## config.mk

```make
export PLATFORM = sky130hd
export DESIGN_NAME = mem_access
export DESIGN_NICKNAME = d
export VERILOG_FILES = /design/src/rtl/mem_access_pkg.sv /design/src/rtl/mem_access_load_align.sv /design/src/rtl/mem_access.sv
export SDC_FILE = /design/constraint.sdc
export NUM_CORES = 1
export LEC_CHECK = 0
export CORE_MARGIN = 5
export CORE_UTILIZATION = 39
export CTS_CLUSTER_SIZE = 12
export DETAILED_ROUTE_END_ITERATION = 16
export PLACE_DENSITY = 0.7
export SYNTH_ARGS = -nofsm -noshare
export SYNTH_HDL_FRONTEND = slang
export SYNTH_SLANG_ARGS = --single-unit
```

## constraint.sdc

```tcl
create_clock -name clk -period 8.1 [get_ports clk]
set_input_delay 1.62 -clock clk [delete_from_list [all_inputs] [get_ports clk]]
set_output_delay 1.62 -clock clk [all_outputs]
set_load 0.05 [all_outputs]
```

## src/rtl/mem_access_pkg.sv

```systemverilog
// Shared definitions for the memory-access stage:
// instruction match patterns, FSM state enum, lane helpers.
package mem_access_pkg;

  localparam logic [31:0] LB  = 32'b?????????????????000?????0000011;
  localparam logic [31:0] LH  = 32'b?????????????????001?????0000011;
  localparam logic [31:0] LW  = 32'b?????????????????010?????0000011;
  localparam logic [31:0] LBU = 32'b?????????????????100?????0000011;
  localparam logic [31:0] LHU = 32'b?????????????????101?????0000011;
  localparam logic [31:0] SB  = 32'b?????????????????000?????0100011;
  localparam logic [31:0] SH  = 32'b?????????????????001?????0100011;
  localparam logic [31:0] SW  = 32'b?????????????????010?????0100011;

  localparam logic [6:0] OP_BRANCH = 7'b1100011;

  typedef enum logic [1:0] {
    IDLE,
    REQ,
    WAIT
  } mem_state_e;

  // size is funct3[1:0]: 00 byte, 01 half, 10 word
  function automatic logic [3:0] be_mask(
    input logic [1:0] size,
    input logic [1:0] off
  );
    unique case (size)
      2'b00:   be_mask = 4'b0001 << off;
      2'b01:   be_mask = 4'b0011 << off;
      default: be_mask = 4'b1111;
    endcase
  endfunction

  function automatic logic [31:0] wdata_rep(
    input logic [1:0]  size,
    input logic [31:0] d
  );
    unique case (size)
      2'b00:   wdata_rep = {4{d[7:0]}};
      2'b01:   wdata_rep = {2{d[15:0]}};
      default: wdata_rep = d;
    endcase
  endfunction

endpackage

```

## src/rtl/mem_access_load_align.sv

```systemverilog
// Load lane select and extension.
// Ports: rdata_i word, addr_i byte offset, funct3_i load kind, data_o result.
module load_align
  import mem_access_pkg::*;
(
  input  logic [31:0] rdata_i,
  input  logic [1:0]  addr_i,
  input  logic [2:0]  funct3_i,
  output logic [31:0] data_o
);

  logic [31:0] sh;
  assign sh = rdata_i >> {addr_i, 3'b000};

  always_comb begin
    data_o = rdata_i;
    unique case (funct3_i)
      3'b000:  data_o = {{24{sh[7]}}, sh[7:0]};
      3'b001:  data_o = {{16{sh[15]}}, sh[15:0]};
      3'b100:  data_o = {24'h0, sh[7:0]};
      3'b101:  data_o = {16'h0, sh[15:0]};
      default: data_o = rdata_i;
    endcase
  end

endmodule

```

## src/rtl/mem_access.sv

```systemverilog
// Pipeline memory-access stage: issues loads/stores on a
// req/gnt/rvalid port, aligns load data, emits a writeback packet.
// Inputs: execute packet (valid/instr/rd/alu/store data), dmem gnt/rvalid/rdata.
// Outputs: stall, dmem req/we/addr/be/wdata, writeback packet + misalign flag.
module mem_access
  import mem_access_pkg::*;
(
  input  logic        clk,
  input  logic        rst,
  input  logic        valid_i,
  input  logic [31:0] instr_i,
  input  logic [4:0]  sel_rd_i,
  input  logic [31:0] alu_result_i,
  input  logic [31:0] store_data_i,
  output logic        stall_o,
  output logic        dmem_req_o,
  output logic        dmem_we_o,
  output logic [31:0] dmem_addr_o,
  output logic [3:0]  dmem_be_o,
  output logic [31:0] dmem_wdata_o,
  input  logic        dmem_gnt_i,
  input  logic        dmem_rvalid_i,
  input  logic [31:0] dmem_rdata_i,
  output logic        valid_o,
  output logic [31:0] instr_o,
  output logic [4:0]  sel_rd_o,
  output logic        wb_en_o,
  output logic [31:0] wb_data_o,
  output logic        misalign_o
);

  mem_state_e  state_q;
  logic        req_q, we_q;
  logic [31:0] addr_q, wdata_q;
  logic [3:0]  be_q;
  logic [1:0]  off_q;
  logic [31:0] pinstr_q;
  logic [4:0]  prd_q;
  logic        valid_q, wb_en_q, mis_q;
  logic [31:0] instr_q, wb_data_q;
  logic [4:0]  rd_q;

  logic        is_ld, is_st, is_mem, misal;
  logic [31:0] ld_data;

  always_comb begin
    is_ld = 1'b0;
    is_st = 1'b0;
    casez (instr_i)
      LB, LH, LW, LBU, LHU: is_ld = 1'b1;
      SB, SH, SW:           is_st = 1'b1;
      default: ;
    endcase
  end

  assign is_mem = is_ld | is_st;

  always_comb begin
    unique case (instr_i[13:12])
      2'b01:   misal = alu_result_i[0];
      2'b10:   misal = |alu_result_i[1:0];
      default: misal = 1'b0;
    endcase
  end

  load_align u_align (
    .rdata_i  (dmem_rdata_i),
    .addr_i   (off_q),
    .funct3_i (pinstr_q[14:12]),
    .data_o   (ld_data)
  );

  always_ff @(posedge clk or posedge rst) begin
    if (rst) begin
      state_q   <= IDLE;
      req_q     <= 1'b0;
      we_q      <= 1'b0;
      addr_q    <= '0;
      be_q      <= '0;
      wdata_q   <= '0;
      off_q     <= '0;
      pinstr_q  <= '0;
      prd_q     <= '0;
      valid_q   <= 1'b0;
      instr_q   <= '0;
      rd_q      <= '0;
      wb_en_q   <= 1'b0;
      wb_data_q <= '0;
      mis_q     <= 1'b0;
    end else begin
      valid_q <= 1'b0;
      unique case (state_q)
        IDLE: begin
          if (valid_i) begin
            if (is_mem && !misal) begin
              pinstr_q <= instr_i;
              prd_q    <= sel_rd_i;
              off_q    <= alu_result_i[1:0];
              addr_q   <= {alu_result_i[31:2], 2'b00};
              be_q     <= be_mask(instr_i[13:12],
                                  alu_result_i[1:0]);
              wdata_q  <= wdata_rep(instr_i[13:12],
                                    store_data_i);
              we_q     <= is_st;
              req_q    <= 1'b1;
              state_q  <= REQ;
            end else begin
              // non-memory op, or misaligned one
              valid_q   <= 1'b1;
              instr_q   <= instr_i;
              rd_q      <= sel_rd_i;
              wb_data_q <= alu_result_i;
              mis_q     <= is_mem;
              wb_en_q   <= !is_mem && (sel_rd_i != 5'd0)
                           && (instr_i[6:0] != OP_BRANCH);
            end
          end
        end
        REQ: begin
          if (dmem_gnt_i) begin
            req_q <= 1'b0;
            if (we_q) begin
              valid_q <= 1'b1;
              instr_q <= pinstr_q;
              rd_q    <= prd_q;
              wb_en_q <= 1'b0;
              mis_q   <= 1'b0;
              state_q <= IDLE;
            end else begin
              state_q <= WAIT;
            end
          end
        end
        WAIT: begin
          if (dmem_rvalid_i) begin
            valid_q   <= 1'b1;
            instr_q   <= pinstr_q;
            rd_q      <= prd_q;
            wb_data_q <= ld_data;
            wb_en_q   <= (prd_q != 5'd0);
            mis_q     <= 1'b0;
            state_q   <= IDLE;
          end
        end
        default: state_q <= IDLE;
      endcase
    end
  end

  assign stall_o      = (state_q != IDLE);
  assign dmem_req_o   = req_q;
  assign dmem_we_o    = we_q;
  assign dmem_addr_o  = addr_q;
  assign dmem_be_o    = be_q;
  assign dmem_wdata_o = wdata_q;
  assign valid_o      = valid_q;
  assign instr_o      = instr_q;
  assign sel_rd_o     = rd_q;
  assign wb_en_o      = wb_en_q;
  assign wb_data_o    = wb_data_q;
  assign misalign_o   = mis_q;

endmodule

```

==> results of run 1 <==
Yosys cell counts (all sizes together), types with 8 or more instances:
cell      n  area share [%]
mux2    153              20
mux2i    11             1.3
o22ai     8            0.58
a22oi    15             1.3
nand2    65             2.9
inv      11            0.48
dfrtp   181              53
nor2b    11            0.80
o31ai     9            0.85
nor2     65             2.9
nand2b    8            0.58
a21oi    38             2.2
a22o      9            0.92
buf      23             1.5
a31oi    24             1.8
o21ai    40             2.3
clkbuf   31             1.4
cells by family after synthesis:
group / Yosys count / share of synthesized area [%]
multiplexers: 164 / 21.4
other: 1 / 0.0438
AO/OA/AOI/OAI: 172 / 12.9
AND/OR/NAND/NOR: 162 / 8.28
buffers and inverters: 66 / 3.36
flip-flops: 181 / 52.9
adder cells (fa/ha/maj): 7 / 1.02
final timing paths:
kind	start	endpoint	slack [ns]	cells past startpoint
setup / recovery	instr_i[13]	dmem_addr_o[3]	3.41	9
hold / removal	pinstr_q[0]	pinstr_q[0]	0.46	1
setup reg to reg	state_q[0]	dmem_addr_o[3]	4.84	7
hold reg to reg	pinstr_q[0]	pinstr_q[0]	0.46	1
max in group asynchronous	rst	wb_data_o[12]	4.89	3
min in group asynchronous	rst	pinstr_q[17]	1.69	2
through the flow:
step	utilization, %	hold WS, ns	setup WS [ns]	cell area (um2)
floorplan	-	0.433	1.56	8560
global placement	53.1	0.450	3.04	11500
detailed placement	53.1	0.450	2.94	11500
CTS	55.8	0.472	3.39	12100
global route	55.8	0.501	3.16	12100
finish	55.8	0.464	3.41	12100
layout by cell type (no fill, tap or decap), types with 10 or more instances in the layout:
cell / n
clkdlybuf4s50_1: 278
dfrtp_1: 181
mux2_2: 134
nor2_1: 65
nand2_1: 65
o21ai_0: 39
a21oi_1: 38
a31oi_1: 24
mux2_1: 19
clkbuf_16: 17
a22oi_1: 15
nor2b_1: 11
mux2i_1: 11
inv_1: 10
layer usage:
| metal | GRT usage (%) | vias to the layer above | wire length, um |
|---|---|---|---|
| met1 | 25.8 | 3240 | 10500 |
| met4 | 5.24 | 0 | 390 |
| met5 | 0 | - | 0 |
| li1 | - | 3201 | - |
| met3 | 6.62 | 24 | 2190 |
| met2 | 32.3 | 211 | 11800 |
power by group:
group	switching, uW	internal [uW]	total (uW)
clock	372	456	828
combinational	1080	625	1700
sequential	125	1120	1240
critical path, stage by stage:
cell,delay [ns]
clkdlybuf4s50_1,0.55
inv_1,0.10
ha_1,0.39
o211ai_1,0.25
nand2_1,0.19
nor4_4,0.20
buf_4,0.42
buf_4,0.79
mux2_2,0.41
registers in the layout (all words and copies together) (netlist names), 4 cells and up:
register / count
instr_o: 32
dmem_be_o: 4
dmem_wdata_o: 32
dmem_addr_o: 30
sel_rd_o: 5
pinstr_q: 32
wb_data_o: 32
prd_q: 5
area by class of cell:
class / instances / share of cell area (%)
multi-input combinational: 507 / 31.0
inverter: 12 / 0.434
clock inverter: 11 / 0.940
clock buffer: 21 / 3.89
timing repair buffer: 286 / 23.5
tap: 280 / 2.89
sequential: 181 / 37.4
==> results by group, run 1 <==
Final layout
  – Non-filler cells, final: 1298
  – Ratio of cells with drive above 1 in the final layout: between 15 and 20%
  – Area of the multi-input gates: between 3000 and 4000 um2
  – Final Net Count: 1150
  – N_diodes: 0
  – Area growth, synth to finish: 41.5%
  – Storage cell area: roughly 4500 um2
  – # fillers: 1876

Synthesis
  – Sequential area share after synthesis: 52.9%
  – Ys async rst share: 100%
  – Yosys reg bits: 181
  – Gate Count Post-Synth: about 750
  – Ys flop type: dfrtp_1
  – Syn Area/Cell: ~11 um2
  – Post-synthesis cell area: 8560 um2
  – Yosys Warn Count: 0
  – EDFF count, synth: 0
  – Netlist cell types: 45

Route
  – Average wire per standard cell: around 19 um
  – Antenna-violating nets left: 0
  – Drt initial violations: 387
  – Vias per cell: 5.14
  – Vias post-DR: 6676
  – Remaining DRCs: 0
  – Drt first pass iters: 5
  – Final wirelength: 24900 um

Timing
  – Final setup violation count: 0
  – Slew Viols, Final: 0
  – Slew @ Worst Pin: 1.07 ns
  – Max frequency: 213 MHz
  – Layout Skew: around 0.017 ns
  – RSZ-0062 raised after global routing: no
  – Worst rel slew slack: about 29%
  – TNS Setup: 0 ns
  – Fin crit share: 58.0%
  – Min Tclk post-route: 4.69 ns
  – Fin. Hold Viols: 0

Critical path
  – WS Path Type: in -> reg
  – CP max FO: 90
  – Startpoint Class: primary input
  – CP Data Arrival Time: 5.00 ns
  – Setup crit end kind: flip-flop
  – Worst endpoint required time: around 8.4 ns

Place
  – Placed insts: 1266
  – DP HPWL: around 18000 um
  – Port Buf Inserts: 278
  – Routability cong.: 0.823

Die
  – # rows: 54
  – Die X: 158 um
  – Floorplan core area: around 22000 um2
  – Die Ht: 158 um
  – I/O pin count: ~280
  – Starting Density: 39.5%
  – Die Outline Area: 25000 um2

Clocking
  – CTS tree: yes
  – H-tree levels: 4
  – Post-CTS sizing: 0
  – Cts bufs inserted: 17
  – Clock buffer depth: 2
  – Post-CTS Setup Repair Bufs: 0
  – Cts-stage hold buffer count: 0
  – Clock sink count: 181
  – Clock Latency Late Sink: 0.43 ns
  – Root Driver: clkbuf_16
  – Clock-pin slew on the worst setup and hold paths: 0.07 ns

Global routing
  – Total GRT Usage: between 10% and 20%
  – Gr ovfl total: 0
  – Largest net degree at the start of global routing: 106
  – Vias in the first global route: 6787
  – First-pass GRT wire length: 39000 um
  – Initial antenna violation count: 0

Power
  – LEAKAGE: around 0.005 uW
  – Max VDD drop: 0.000237 V
  – Power per Cell Area: between 300 and 400 nW/um2
  – Tot Pwr: between 3000 and 4000 uW

Flow run
  – Max Cap Violations: 0

Status
  – Status: complete, no violations

Min path
  – Tightest Hold Check Type: reg -> reg
Note: power is estimated with default switching activity, not from simulation.
==> run 2: changes to the inputs <==
==> constraint.sdc (replaced) <==
create_clock -name clk -period 4.6 [get_ports clk]
set_input_delay 0.92 -clock clk [delete_from_list [all_inputs] [get_ports clk]]
set_output_delay 0.92 -clock clk [all_outputs]
set_load 0.05 [all_outputs]
==> run 2 against run 1 <==
  * Register-to-register slack worse by 3.0 ns
  * Sequential power is 77% higher
  * Clock-buffer cell count decreased by 4
  * Power up 77%
  * Hold slack better by 0.013 ns
  * First-iteration DRC count decreased by 26%
  * Sequential share of layout area fell by 0.36 points
  * Clock power rose by 78%
  * Non-clock buffer count grew 7
  * Critical endpoint is now pinstr_q[22]
  * Via count up 0.85%
  * Combinational power increased by 78%
==> results by group, run 2 (synthesis results as in run 1) <==
Status
  – Status: complete, no violations (unchanged)

Final layout
  – Commonest cells after routing, fill and taps aside: clkdlybuf4s50_1, dfrtp_1, mux2_2, nor2_1, nand2_1 (unchanged)
  – Ratio of cells with drive above 1 in the final layout: 18.9% (was 18.2%)
  – # fillers: 1855 (was 1876)
  – Final Net Count: 1157 (was 1150)
  – Most common cell after layout, fill and taps aside: clkdlybuf4s50_1 (unchanged)
  – Fin util: 56.4% (was 55.8%)
  – Area growth, synth to finish: 42.9% (was 41.5%)

Power
  – Power per Cell Area: 546 nW/um2 (was 312 nW/um2)
  – Tot Pwr: 6680 uW (was 3770 uW)
  – LEAKAGE: 0.00517 uW (was 0.00511 uW)
  – Max VDD drop: 0.000440 V (was 0.000237 V)

Critical path
  – CP max FO: 18 (was 90)
  – Reg2reg start: state_q[0] (unchanged)
  – CP Data Arrival Time: 3.52 ns (was 5.00 ns)
  – CP Capture Point: pinstr_q[22] (was dmem_addr_o[3])
  – Reg2reg end: wb_data_o[30] (was dmem_addr_o[3])
  – Startpoint Class: primary input (unchanged)
  – Worst setup path start: instr_i[3] (was instr_i[13])
  – R2R Setup Slk: 1.85 ns (was 4.84 ns)
  – R2r worst-path depth: 8 (was 7)
  – Worst endpoint required time: 4.91 ns (was 8.40 ns)
  – Setup crit end kind: flip-flop (unchanged)
  – WS Path Type: in -> reg (unchanged)

Timing
  – Fin. Hold Viols: 0 (unchanged)
  – Slew Viols, Final: 0 (unchanged)
  – Slew @ Worst Pin: 1.03 ns (was 1.07 ns)
  – Layout Skew: 0.00997 ns (was 0.0166 ns)
  – Fin crit share: 69.8%
  – Worst rel slew slack: 31.4% (was 28.9%)
  – TNS Setup: 0 ns (unchanged)
  – RSZ-0062 raised after global routing: no (unchanged)
  – Max frequency: between 300 and 400 MHz
  – Final setup violation count: 0 (unchanged)
  – Min Tclk post-route: 3.21 ns

Clocking
  – CTS tree: yes (unchanged)
  – H-tree levels: 4 (unchanged)
  – Clock buffer depth: 2 (unchanged)
  – Root Driver: clkbuf_16 (unchanged)
  – Cts-stage hold buffer count: 0 (unchanged)
  – Clock sink count: 181 (unchanged)
  – Post-CTS Setup Repair Bufs: 0 (unchanged)
  – Clock Latency Late Sink: 0.42 ns (was 0.43 ns)
  – Post-CTS sizing: 0 (unchanged)
  – Cts bufs inserted: 17 (unchanged)
  – Clock-pin slew on the worst setup and hold paths: 0.07 ns (about the same)

Die
  – Starting Density: 39.5% (unchanged)
  – Die X: 158 um (unchanged)
  – Die Ht: 158 um (unchanged)
  – Die Outline Area: 25000 um2 (unchanged)
  – I/O pin count: 281 (unchanged)
  – # rows: 54 (unchanged)
  – Floorplan core area: 21700 um2 (unchanged)

Route
  – Average wire per standard cell: 19.5 um (was 19.2 um)
  – Drt first pass iters: 4 (was 5)
  – Final wirelength: 25500 um (was 24900 um)
  – Antenna-violating nets left: 0 (unchanged)
  – Vias per cell: 5.16 (was 5.14)
  – Remaining DRCs: 0 (unchanged)
  – Vias post-DR: 6733 (was 6676)
  – Drt initial violations: 285 (was 387)

Global routing
  – Initial antenna violation count: 0 (unchanged)
  – Vias in the first global route: 7067 (was 6787)
  – First-pass GRT wire length: 40200 um (was 39000 um)
  – Gr ovfl total: 0 (unchanged)
  – Largest net degree at the start of global routing: 64 (was 106)
  – Total GRT Usage: 20.5% (was 19.9%)

Min path
  – Tightest Hold Check Type: reg -> reg (unchanged)

Place
  – Routability cong.: 0.859 (was 0.823)
  – Port Buf Inserts: 278 (unchanged)
  – DP HPWL: 18800 um (was 18200 um)

Flow run
  – Max Cap Violations: 0 (unchanged)
==> run 2: cell types whose count changed in the layout (fill, tap and decap cells not counted), sizes merged <==
cell	change
clkinv	+3
buf	+7
clkbuf	-4
clkinvlp	-1
inv	+2
diode	+1
==> run 2: worst max-delay path: stages <==
cell and delay (ns):
clkdlybuf4s50_1 0.44, nor4b_2 0.49, o211ai_2 0.30, nor4_4 0.61, buf_4 0.38, mux2_2 0.37
==> run 2: final cells by class <==
type | count | area (um2) | area share [%]
Inverter | 12 | 48.8 | 0.399
Timing Repair Buffer | 293 | 2960 | 24.2
Clock buffer | 17 | 425 | 3.48
Clock inverter | 15 | 163 | 1.33
Tap cell | 280 | 350 | 2.87
Sequential cell | 181 | 4530 | 37.0
Antenna cell | 1 | 2.50 | 0.0205
Multi-Input combinational cell | 507 | 3750 | 30.7
==> run 2: worst min-delay path by stage <==
| stage | depth (start not counted) | to | slack (ns) | startpoint |
|---|---|---|---|---|
| after floorplan | 1 | pinstr_q[0] | 0.43 | pinstr_q[0] |
| after global placement | 1 | pinstr_q[0] | 0.45 | pinstr_q[0] |
| after detailed placement | 1 | pinstr_q[0] | 0.46 | pinstr_q[0] |
| after CTS | 1 | pinstr_q[0] | 0.48 | pinstr_q[0] |
| after global routing | 1 | pinstr_q[0] | 0.50 | pinstr_q[0] |
| final | 1 | pinstr_q[0] | 0.48 | pinstr_q[0] |
==> run 2: metrics by stage <==
step	std cells	worst slack [ns]	instance area (um2)	hold slack (ns)
final	1306	1.39	12200	0.477
after global placement	1273	0.932	11600	0.450
after floorplan	754	1.36	8560	0.433
after CTS	1305	1.33	12200	0.481
after global routing	1305	1.24	12200	0.503
after detailed placement	1273	0.893	11600	0.457
==> run 2: power by group <==
group	switching, uW	total (uW)	internal, uW	leakage (uW)
combinational	1910	3020	1110	0.00258
clock	699	1470	775	0.000293
sequential	219	2190	1970	0.00230
total	2820	6680	3860	0.00517
==> run 2: routing by layer <==
| layer | vias up | track usage [%] | wire (um) |
|---|---|---|---|
| met5 | - | 0 | 0 |
| met4 | 0 | 4.83 | 412 |
| met3 | 25 | 6.37 | 2070 |
| met2 | 214 | 33.1 | 12100 |
| met1 | 3290 | 27.3 | 10900 |
| li1 | 3204 | - | - |
